## src/rtl/round_controller.sv

```systemverilog
// Round/match sequencer for a two-player fight game; optional fight time limit under ROUND_TIMER_EN.
// Latency: all outputs registered, updated on the clk edge that carries game_tick.
// Backpressure: none; inputs are sampled only on game_tick edges and never stalled.
module round_controller #(
    parameter int COUNT_TICKS      = 20,
    parameter int ROUNDS_TO_WIN    = 2,
    parameter int END_HOLD_TICKS   = 60,
    parameter int HOLD_RESET_TICKS = 40,
    parameter int ROUND_TIME_TICKS = 1200
) (
    input  logic       clk,
    input  logic       reset,
    input  logic       game_tick,
    input  logic       start_btn,
    input  logic [1:0] round_result,
    input  logic [8:0] health_1,
    input  logic [8:0] health_2,
    output logic       round_reset,
    output logic       input_enable,
    output logic [2:0] state,
    output logic [1:0] p1_rounds,
    output logic [1:0] p2_rounds,
    output logic [1:0] countdown,
    output logic [1:0] match_winner
);

    localparam int PH_MAX = (COUNT_TICKS > END_HOLD_TICKS) ? COUNT_TICKS : END_HOLD_TICKS;
    localparam int PW     = $clog2(PH_MAX + 1);
    localparam int HW     = $clog2(HOLD_RESET_TICKS + 1);

    localparam logic [PW-1:0] CD_LAST   = PW'(COUNT_TICKS - 1);
    localparam logic [PW-1:0] END_LAST  = PW'(END_HOLD_TICKS - 1);
    localparam logic [HW-1:0] HOLD_LAST = HW'(HOLD_RESET_TICKS - 1);
    localparam logic [1:0]    WIN       = 2'(ROUNDS_TO_WIN);

    typedef enum logic [2:0] {
        S_IDLE      = 3'd0,
        S_COUNTDOWN = 3'd1,
        S_FIGHT     = 3'd2,
        S_ROUND_END = 3'd3,
        S_MATCH_END = 3'd4
    } state_t;

    state_t        st;
    logic [PW-1:0] phase_cnt;
    logic [HW-1:0] hold_cnt;
    logic [1:0]    fight_result;

`ifdef ROUND_TIMER_EN
    localparam int            TW        = $clog2(ROUND_TIME_TICKS + 1);
    localparam logic [TW-1:0] TIME_LAST = TW'(ROUND_TIME_TICKS - 1);

    logic [TW-1:0] fight_cnt;
    logic          timeout;

    assign timeout = (fight_cnt == TIME_LAST);

    always_ff @(posedge clk or posedge reset) begin
        if (reset)
            fight_cnt <= '0;
        else if (st != S_FIGHT)
            fight_cnt <= '0;
        else if (game_tick)
            fight_cnt <= fight_cnt + 1'b1;
    end

    // A KO on the timeout tick wins; a timeout draw behaves like a double KO (no score).
    always_comb begin
        fight_result = round_result;
        if (round_result == 2'b00 && timeout) begin
            if (health_1 > health_2)
                fight_result = 2'b01;
            else if (health_2 > health_1)
                fight_result = 2'b10;
            else
                fight_result = 2'b11;
        end
    end
`else
    logic unused_health;
    assign unused_health = ^{health_1, health_2};
    assign fight_result  = round_result;
`endif

    assign state = st;

    always_ff @(posedge clk or posedge reset) begin
        if (reset) begin
            st           <= S_IDLE;
            round_reset  <= 1'b1;
            input_enable <= 1'b0;
            countdown    <= 2'd0;
            p1_rounds    <= 2'd0;
            p2_rounds    <= 2'd0;
            match_winner <= 2'd0;
            phase_cnt    <= '0;
            hold_cnt     <= '0;
        end else if (game_tick) begin
            if (st != S_IDLE && start_btn && hold_cnt == HOLD_LAST) begin
                st           <= S_IDLE;
                round_reset  <= 1'b1;
                input_enable <= 1'b0;
                countdown    <= 2'd0;
                p1_rounds    <= 2'd0;
                p2_rounds    <= 2'd0;
                match_winner <= 2'd0;
                phase_cnt    <= '0;
                hold_cnt     <= '0;
            end else begin
                hold_cnt <= (st != S_IDLE && start_btn) ? hold_cnt + 1'b1 : '0;
                case (st)
                    S_IDLE: begin
                        if (start_btn) begin
                            st        <= S_COUNTDOWN;
                            countdown <= 2'd3;
                            p1_rounds <= 2'd0;
                            p2_rounds <= 2'd0;
                            phase_cnt <= '0;
                            hold_cnt  <= '0;
                        end
                    end
                    S_COUNTDOWN: begin
                        if (phase_cnt == CD_LAST) begin
                            phase_cnt <= '0;
                            if (countdown == 2'd1) begin
                                st           <= S_FIGHT;
                                countdown    <= 2'd0;
                                round_reset  <= 1'b0;
                                input_enable <= 1'b1;
                            end else begin
                                countdown <= countdown - 2'd1;
                            end
                        end else begin
                            phase_cnt <= phase_cnt + 1'b1;
                        end
                    end
                    S_FIGHT: begin
                        if (fight_result != 2'b00) begin
                            st           <= S_ROUND_END;
                            input_enable <= 1'b0;
                            phase_cnt    <= '0;
                            if (fight_result == 2'b01 && p1_rounds != WIN)
                                p1_rounds <= p1_rounds + 2'd1;
                            if (fight_result == 2'b10 && p2_rounds != WIN)
                                p2_rounds <= p2_rounds + 2'd1;
                        end
                    end
                    S_ROUND_END: begin
                        if (phase_cnt == END_LAST) begin
                            phase_cnt <= '0;
                            if (p1_rounds == WIN) begin
                                st           <= S_MATCH_END;
                                match_winner <= 2'b01;
                            end else if (p2_rounds == WIN) begin
                                st           <= S_MATCH_END;
                                match_winner <= 2'b10;
                            end else begin
                                st          <= S_COUNTDOWN;
                                countdown   <= 2'd3;
                                round_reset <= 1'b1;
                            end
                        end else begin
                            phase_cnt <= phase_cnt + 1'b1;
                        end
                    end
                    S_MATCH_END: begin
                        if (start_btn) begin
                            st           <= S_IDLE;
                            match_winner <= 2'd0;
                            round_reset  <= 1'b1;
                            hold_cnt     <= '0;
                        end
                    end
                    default: begin
                        st           <= S_IDLE;
                        round_reset  <= 1'b1;
                        input_enable <= 1'b0;
                        countdown    <= 2'd0;
                        phase_cnt    <= '0;
                        hold_cnt     <= '0;
                    end
                endcase
            end
        end
    end

endmodule

```

## config.mk

```make
export PLATFORM = sky130hd
export DESIGN_NAME = round_controller
export DESIGN_NICKNAME = d
export VERILOG_FILES = /design/src/rtl/round_controller.sv
export SDC_FILE = /design/constraint.sdc
export NUM_CORES = 1
export LEC_CHECK = 0
export ABC_AREA = 1
export CORE_MARGIN = 2
export CORE_UTILIZATION = 30
export DETAILED_ROUTE_END_ITERATION = 16
export SYNTH_ARGS = -nofsm -noshare
export SYNTH_HDL_FRONTEND = slang
export SYNTH_SLANG_ARGS = --single-unit
```

## constraint.sdc

```tcl
create_clock -name clk -period 1.4 [get_ports clk]
set_input_delay 0.14 -clock clk [delete_from_list [all_inputs] [get_ports clk]]
set_output_delay 0.14 -clock clk [all_outputs]
set_load 0.03 [all_outputs]
```

Word level (Yosys, flattened, before mapping)

Index checks and enable logic that the tools add are counted.

Add/subtract/negate cells: 5
Multipliers: 0
Div/mod/pow operators: 0
Order comparisons: 0
Eq/ne operators: 29
Shift operators: 0
Multiplexer cells: 55
Bitwise logic cells: 0
Reduce and logical (&&, ||, !) cells: 22

Operators with widths:

| kind                                          | count |
|---|---|
| two-way mux 6 bit                             | 8 |
| two-way mux 2 bit                             | 18 |
| != test 3 bit, second input constant          | 10 |
| one-hot mux 6 bit (5 select lines)            | 1 |
| two-way mux 3 bit                             | 9 |
| AND reduction 5 bit                           | 4 |
| one-hot mux 3 bit (5 select lines)            | 1 |
| AND reduction 7 bit                           | 2 |
| adder 6 x 1 -> 6 bit, second input constant   | 2 |
| == test 6 bit, second input constant          | 2 |
| one-hot mux 2 bit (2 select lines)            | 3 |
| one-hot mux 6 bit (2 select lines)            | 1 |
| two-way mux 1 bit                             | 11 |
| nonzero test 3 bit                            | 3 |
| one-hot mux 2 bit (4 select lines)            | 1 |
| AND reduction 8 bit                           | 1 |
| == test 2 bit, second input constant          | 3 |
| == test 3 x 2 -> 1 bit, second input constant | 2 |
| == test 6 x 5 -> 1 bit, second input constant | 1 |
| != test 2 x 1 -> 1 bit, second input constant | 3 |
| != test 2 bit, second input constant          | 3 |
| OR reduction 2 bit                            | 3 |
| OR reduction 3 bit                            | 2 |
| adder 2 x 1 -> 2 bit, second input constant   | 2 |
| other kinds (11)                              | 15 |

Bits in registers: 25
Latch bits: 0
Memory bits (writable): 0
Bits in read-only memories: 0
Input bits: 24
Output and inout bits: 13
Logic and storage cells: 120
Memories: 0

Longest topological paths before layout

Gate-level depths: netlist (run 1).

Depth in word-level cells: 6
Gate-level depth with buffers: 12
Gate-level depth less buffers: 12

Least setup slack after synthesis (run 1)

OpenSTA, ideal clock, no wires.

Kind: reg-to-reg
From: register p1_rounds[0]
To: register p1_rounds[0]
Library setup time: 0.118 ns
Arrival: 1.502 ns
Required time: 1.282 ns
Setup slack: -0.220 ns
Cell stages (with the launch flop): 9
Buffers on the path: 0
Period minus slack after synthesis: 1.620 ns
Cells stage by stage: dfrtp_1 > inv_1 > ha_1 > nor3_1 > nor2_1 > o21ai_0 > nand3_1 > nand2_1 > nand2_1

Cells in the longest elaborated chain, start to end: 5
Elaborated cells between the ends (all ways): 9
Those cells by class: add/sub (1); eq/ne (2); mux (4); reduce/logical (2)

Ends and longest elaborated chain:

| what                               | line | RTL |
|---|---|---|
| start: declaration                 | 21   | `output logic [1:0] p1_rounds,` |
| start signal: assignment           | 143  | `p1_rounds <= p1_rounds + 2'd1;` |
| adder 2 x 1 -> 2 bit               | 143  |  |
| two-way mux 2 bit                  | 142  | `if (fight_result == 2'b01 && p1_rounds != WIN)` |
| two-way mux 2 bit                  | 138  | `if (fight_result != 2'b00) begin` |
| one-hot mux 2 bit (2 select lines) | 111  | `case (st)` |
| two-way mux 2 bit                  | 99   | `if (st != S_IDLE && start_btn && hold_cnt == HOLD_LAST) begin` |

Several ways; a longest one is shown, not always the timed one. The select of a mux whose other input is x is not followed.
A chain may end at the register's enable or synchronous reset.

Worst setup path after layout (run 1)

From: register st[0] (netlist: state[0])
To: register st[0] (netlist: state[0])

Cells in the longest elaborated chain, start to end: 5
Elaborated cells between the ends (all ways): 17
Those cells by class: eq/ne (10); mux (2); reduce/logical (5)

Ends and longest elaborated chain:

| what                                 | line | RTL |
|---|---|---|
| start: declaration                   | 44   | `state_t st;` |
| start signal: assignment             | 89   | `st <= S_IDLE;` |
| start signal: assignment             | 100  | `st <= S_IDLE;` |
| start signal: assignment             | 114  | `st <= S_COUNTDOWN;` |
| nonzero test 3 bit                   | 99   |  |
| logical AND 1 bit (2 in series)      | 99   |  |
| != test 3 bit (no source line)       | -    |  |
| AND reduction 7 bit (no source line) | -    |  |

Several ways; a longest one is shown, not always the timed one.

==> summary.md, run 1 <==
| Metric | Value |
|---|---|
| Clock edge transition at the registers on the reported setup and hold paths | 0.09 ns |
| Part of the power in combinational logic | 0.634 |
| Total power after layout | 4.16 mW |
| Class of the tightest hold or removal check | input pin to asynchronous set/reset pin |
| Switching Share | 0.474 |
| Library cell with the largest summed area after synthesis | dfrtp_1 |
| Std cell rows | 27 |
| Switching pwr | 1.97 mW |
| Met2 Usage GRT | 0.291 |
| Width of the die | 79.9 um |
| Maxcap violations | 0 |
| Leakage power total | 1.31 nW |
| Count of synthesis-stage warnings from yosys | 0 |
| Fmax | 0.635 GHz |
| Synthesized area per cell | 6.80 um^2 |
| Placer congestion estimate | 0.815 |
| Seq pwr share | 0.257 |
| Worst Skew | 0.00445 ns |
| Path type of the worst setup path | register to register |
| Run status | complete, but fails checks |
| GR Util met1 | 0.187 |
| Worst-path fanout max | 4 |
| GRT Util Overall | 0.161 |
| Nets in the synthesized netlist | 283 |
| Initial antenna violation count | 0 |
| GRT met3 Usage | 0.0249 |
| IO Port Bufs | 18 |
| Final routed DRC violation total | 0 |
| Internal Pwr Total | 2.19 mW |
| Final count of pins violating max slew | 0 |
| Wire length of the first global-routing pass | 8.09 mm |
| Post-Syn Area | 1730 um^2 |
| Number of hold violations in the final report | 0 |
| Die area | 6380 um^2 |
| Distinct cells, synth | 27 |
| Number of buffers on the longest clock path | 2 |
| Worst-skew pair later-pin latency | 0.28 ns |
| Required arrival time at the worst endpoint | 1.62 ns |
| Number of clock sinks | 25 |
| Ports placed on the boundary | 37 |
| Clk root buf | clkbuf_8 |
| Number of cells produced by synthesis | 254 |
| Detailed Route WL | 4.87 mm |
| Combined area of the multi-input logic cells | 1180 um^2 |
| Area delta synth->final | 52.6% |
| Via count of the first global-routing pass | 1,855 |
| Total power density per cell area | 1580 nW/um^2 |
| Starting Density | 0.312 |
| Post-layout net count | 350 |
| Portion of the post-synthesis area used by sequential elements | 0.363 |
| Worst endpoint data arrival time | 1.80 ns |
| Sequential standard cell area | 636 um^2 |
| Vias post-DR | 1,925 |
| Antenna cells | 0 |
| Leftover overflow at the end of global routing | 0 |
| H-Tree Depth | 1 |
| Min setup slack post-route | -0.174 ns |
| First-pass iteration count of the detailed router | 5 |
| Vias per cell | 4.91 |
| Chip Height | 79.9 um |
| Clock tree from TritonCTS | built |
| Flip-flop and latch count after synthesis | 25 |
| Min cycle time layout | 1.57 ns |
| Routed WL per cell | 12.4 um |
| Share of the clock period used by the worst path after layout | 1.12 |
| CTS buffer count | 3 |
| Maximum number of pins on one net before global-route repair | 26 |
| Clock share of power | 0.109 |
| GRT busiest layer | met2 |
| Remaining antenna violation count after routing | 0 |
| Crit path launch type | register |
| HPWL after DPL | 3.41 mm |
| WHS | 0.203 ns |
| Fillers | 576 |
| Iteration-0 DRC count of the detailed router | 97 |
| Worst slew slack as a fraction of its limit | 0.778 |
| Placeable core area | 5540 um^2 |
| Capturing element type of the critical path | register |
| Top area cells in the synthesized netlist | dfrtp_1 35%, nand2_1 15%, nand3_1 9.0% |
| Setup violation total in the final timing report | 22 |
| Share of post-route cells with drive strength above 1 | 0.378 |
| Failing checks | negative setup slack |
| Post-synth top area share | 0.348 |
| Util after Layout | 0.476 |
| Setup repair after global routing missed its margin | true |
| Worst IR Drop VDD | 0.578 mV |
| Transition time of the tightest slew-check pin | 0.334 ns |
[cell usage in the layout (no fill, tap or decap), types with 2 or more instances in the layout]
master	netlist	routed
nand3_4	0	2
dfrtp_1	24	17
nand2_2	7	7
inv_4	0	2
o21ai_0	17	10
nand3_2	2	9
buf_4	0	44
dlygate4sd2_1	0	10
clkdlybuf4s50_1	0	5
ha_1	5	2
nand4_1	7	7
a21oi_1	7	5
ha_2	0	2
buf_6	2	4
nand2_1	68	59
nand2_4	0	7
inv_1	33	23
dfrtp_2	0	7
nor2_2	2	4
a21oi_2	0	2
nand3b_1	3	3
o21ai_2	1	2
nor2_4	2	10
clkbuf_8	0	3
nor2_1	28	18
nor3_1	2	2
nand3_1	31	22
xor2_1	2	2
inv_2	2	8
nand2_8	0	2
clkdlybuf4s15_1	0	2
o21ai_1	2	8
[metal layers]
metal  vias to the layer above  wire length, um  part of all wire
li1                        957                -                 -
met1                       920             1990              0.41
met2                        37             2630              0.54
met3                        11              151             0.031
met4                         0               95             0.019
met5                         -                0                 0
[critical path, cell delays in order, from the launching register on]
cell	delay (ns)
dfrtp_2	0.45
buf_4	0.18
nand3_2	0.13
buf_4	0.17
o21ai_0	0.24
nand3_1	0.12
nand3b_1	0.18
nand2_1	0.07
[cell families after synthesis]
family / count (synthesis) / synth area share
AO/OA/AOI/OAI: 31 / 0.0970
XOR/XNOR: 2 / 0.0101
adder cells (fa/ha/maj): 5 / 0.0362
buffers and inverters: 39 / 0.0941
flip-flops: 25 / 0.363
AND/OR/NAND/NOR: 152 / 0.400
[state kept, by name, summed over array words and instances, names as in the netlist]
| register | count |
|---|---|
| match_winner | 2 |
| p2_rounds | 2 |
| phase_cnt | 6 |
| countdown | 2 |
| p1_rounds | 2 |
| round_reset | 1 |
| hold_cnt | 6 |
| input_enable | 1 |
| state | 3 |
[final cells by class]
type                       count  area share
inverter                      35      0.0550
tap                           72      0.0342
multi-input combinational    190       0.449
clock buffer                   4      0.0171
sequential                    25       0.241
timing repair buffer          66       0.204
[worst paths after layout]
path	start	end	slack, ns	depth (start not counted)
max in group asynchronous	reset	round_reset	0.90	3
worst min register to register	round_reset	round_reset	0.47	2
worst max-delay path	state[0]	state[0]	-0.17	7
worst max register to register	state[0]	state[0]	-0.17	7
min in group clk	round_reset	round_reset	0.47	2
worst min-delay path	reset	countdown[0]	0.20	3
[timing repair]
action / 4_1_cts / 5_1_grt
pin swaps: 13 / 20
setup endpoints to repair: 34 / 27
hold buffers: 0 / 0
setup buffers: 3 / 3
gates resized for setup: 61 / 20
gates cloned: 1 / 0
[Yosys cell counts, drive strengths merged]
library cell and n:
o21a 1, nor3 2, nor2 32, o211ai 1
o22ai 1, dfstp 1, xor2 2, nand2 75
inv 35, a21oi 7, nand3 33, o21bai 1
buf 2, nand3b 3, dfrtp 24, ha 5
clkbuf 2, o21ai 20, nand4 7
[through the flow]
stage / TNS (ns) / worst slack (ns) / instances / cell area [um^2]
floorplan: -0.438 / -0.0332 / 254 / 1770
global placement: -5.26 / -0.280 / 382 / 2330
detailed placement: -5.87 / -0.325 / 382 / 2330
CTS: -1.50 / -0.119 / 390 / 2560
global route: -4.53 / -0.262 / 392 / 2640
finish: -2.23 / -0.174 / 392 / 2640
[power groups by stage]
stage          sequential (mW)  clock, mW  combinational, mW
2_1_floorplan             1.34          0               1.10
3_3_place_gp              1.07          0               2.30
3_5_place_dp              1.07          0               2.32
4_1_cts                   1.07      0.462               2.54
5_1_grt                   1.09      0.486               2.90
6_report                  1.07      0.452               2.64
Note: power is estimated with default switching activity, not from simulation.
==> inputs of run 2 (changes only) <==
Settings changed: SKIP_LAST_GASP from default to 1.
==> run 2 against run 1 <==
  * The flow still finishes with violations (negative setup slack)
  * Final cell count is the same
  * Clock power shrank 1%
  * First-iteration DRC count shrank 1.0%
  * Largest power group unchanged
  * Register-to-register slack is essentially flat
  * Clock skew shrank 0.0018 ns
  * Via count shrank 0.52%
  * Critical path type unchanged
==> summary.md, run 2 (synthesized netlist as in run 1, its figures left out) <==
| Metric | Value |
|---|---|
| Design area | 2640 um^2 |
| Clock share of power | 0.108 |
| Final count of pins violating max slew | 0 |
| Launch point of the worst reg-to-reg path | state[0] |
| Post-Place Cell Area | 2330 um^2 |
| Width of the die | 79.9 um |
| Part of the power in combinational logic | 0.635 |
| Seq pwr share | 0.257 |
| Most used cell, CP | buf_4 |
| Non-filler instance count after layout | 392 |
| Required arrival time at the worst endpoint | 1.62 ns |
| Clock edge transition at the registers on the reported setup and hold paths | 0.09 ns |
| Via count of the first global-routing pass | 1,855 |
| Setup repair after global routing missed its margin | true |
| Worst endpoint data arrival time | 1.78 ns |
| Vias per cell | 4.89 |
| Setup violation total in the final timing report | 22 |
| Min setup slack post-route | -0.164 ns |
| Worst Setup Slack post-DPL | -0.325 ns |
| Remaining antenna violation count after routing | 0 |
| Post-layout net count | 350 |
| Area delta synth->final | 52.5% |
| Capturing element type of the critical path | register |
| CTS hold repair buffers | 0 |
| IO Port Bufs | 18 |
| Path type of the worst setup path | register to register |
| Clock tree from TritonCTS | built |
| Final routed DRC violation total | 0 |
| Worst slew slack as a fraction of its limit | 0.779 |
| Run status | complete, but fails checks |
| Crit path launch type | register |
| Fmax | 0.640 GHz |
| Total power after layout | 4.15 mW |
| Cell depth of the worst flop-to-flop path | 7 |
| Maxcap violations | 0 |
| Cell family with most CP delay | simple AND/OR/NAND/NOR gates |
| Placeable core area | 5540 um^2 |
| Internal Pwr Total | 2.18 mW |
| Placer congestion estimate | 0.815 |
| Worst-skew pair later-pin latency | 0.28 ns |
| Critical register-to-register path endpoint | state[0] |
| Failing checks | negative setup slack |
| Switching Share | 0.474 |
| Std cell rows | 27 |
| Initial antenna violation count | 0 |
| Worst-path cell with the longest stage delay | dfrtp_2 |
| Number of buffers on the longest clock path | 2 |
| Share of post-route cells with drive strength above 1 | 0.375 |
| Leakage power total | 1.31 nW |
| Most common cell after layout, fill and taps aside | nand2_1 |
| Leftover overflow at the end of global routing | 0 |
| Buffers and inverters on the worst path | 2 |
| Total power density per cell area | 1580 nW/um^2 |
| First-pass iteration count of the detailed router | 4 |
| Fin Setup TNS | -2.23 ns |
| Commonest cells after routing, fill and taps aside | 59 x nand2_1, 44 x buf_4, 23 x inv_1 |
| Dpl cells | 382 |
| Routed WL per cell | 12.4 um |
| Worst IR Drop VDD | 0.578 mV |
| WHS | 0.206 ns |
| Number of clock sinks | 25 |
| Transition time of the tightest slew-check pin | 0.332 ns |
| Antenna cells | 0 |
| Wire length of the first global-routing pass | 8.09 mm |
| Die area | 6380 um^2 |
| Chip Height | 79.9 um |
| Util after Layout | 0.476 |
| GRT Util Overall | 0.161 |
| Starting Density | 0.312 |
| Fillers | 576 |
| Maximum number of pins on one net before global-route repair | 26 |
| Combined area of the multi-input logic cells | 1180 um^2 |
| Clk root buf | clkbuf_8 |
| Ports placed on the boundary | 37 |
| Min cycle time layout | 1.56 ns |
| CTS buffer count | 3 |
| Detailed Route WL | 4.88 mm |
| Share of the clock period used by the worst path after layout | 1.12 |
| Iteration-0 DRC count of the detailed router | 96 |
| Worst-path fanout max | 4 |
| Switching pwr | 1.97 mW |
| Peak per-stage delay on the critical path | 0.45 ns |
| Sequential standard cell area | 636 um^2 |
| Ordered list of cells on the worst path | buf_4 -> nand3_2 -> buf_4 -> o21ai_0 -> nand3_1 -> nand3b_1 -> nand2_1 |
| Vias post-DR | 1,915 |
| H-Tree Depth | 1 |
| Slack of the worst reg-to-reg path | -0.16 ns |
| Number of hold violations in the final report | 0 |
| Worst Skew | 0.00264 ns |
| HPWL after DPL | 3.41 mm |
| Class of the tightest hold or removal check | input pin to asynchronous set/reset pin |
run 2: cell count changes in the layout (fill, tap and decap cells not counted):
cell    before  now
nor2_2       4    3
nor2_1      18   19
run 2: power groups by stage:
| stage | clock network [mW] | registers (mW) | logic [mW] |
|---|---|---|---|
| after CTS | 0.462 | 1.07 | 2.54 |
| after floorplan | 0 | 1.34 | 1.10 |
| after global routing | 0.486 | 1.09 | 2.89 |
| after detailed placement | 0 | 1.07 | 2.32 |
| final | 0.447 | 1.07 | 2.64 |
| after global placement | 0 | 1.07 | 2.30 |
run 2: timing repair:
item | 4_1_cts | 5_1_grt
setup buffers | 3 | 3
cloned | 1 | 0
pin swaps | 12 | 19
endpoints found under the setup margin | 34 | 27
resized for setup | 61 | 19
run 2: layout make-up:
| type | instances | area share |
|---|---|---|
| Timing Repair Buffer | 66 | 0.204 |
| Inverter | 35 | 0.0551 |
| Multi-Input combinational cell | 190 | 0.448 |
| Sequential cell | 25 | 0.241 |
| Tap cell | 72 | 0.0342 |
| Clock buffer | 4 | 0.0171 |
run 2: tightest hold or removal path, stage by stage:
cell             delay [ns]
clkdlybuf4s50_1        0.39
inv_1                  0.05
buf_4                  0.31
run 2: how the worst max path moves through the flow:
stage	slack, ns	cells past startpoint	startpoint	endpoint
floorplan	-0.03	10	state[0]	state[0]
global placement	-0.28	11	start_btn	state[2]
detailed placement	-0.33	11	start_btn	state[0]
CTS	-0.12	8	phase_cnt[0]	input_enable
global route	-0.26	10	hold_cnt[4]	phase_cnt[0]
finish	-0.16	7	state[0]	state[0]
run 2: layer usage:
metal  global-route usage  vias to the layer above  share of wire
met1                0.187                      913           0.41
met5                    0                        -              0
met3               0.0249                       11          0.031
met4               0.0644                        0          0.021
met2                0.291                       35           0.54
li1                     -                      956              -
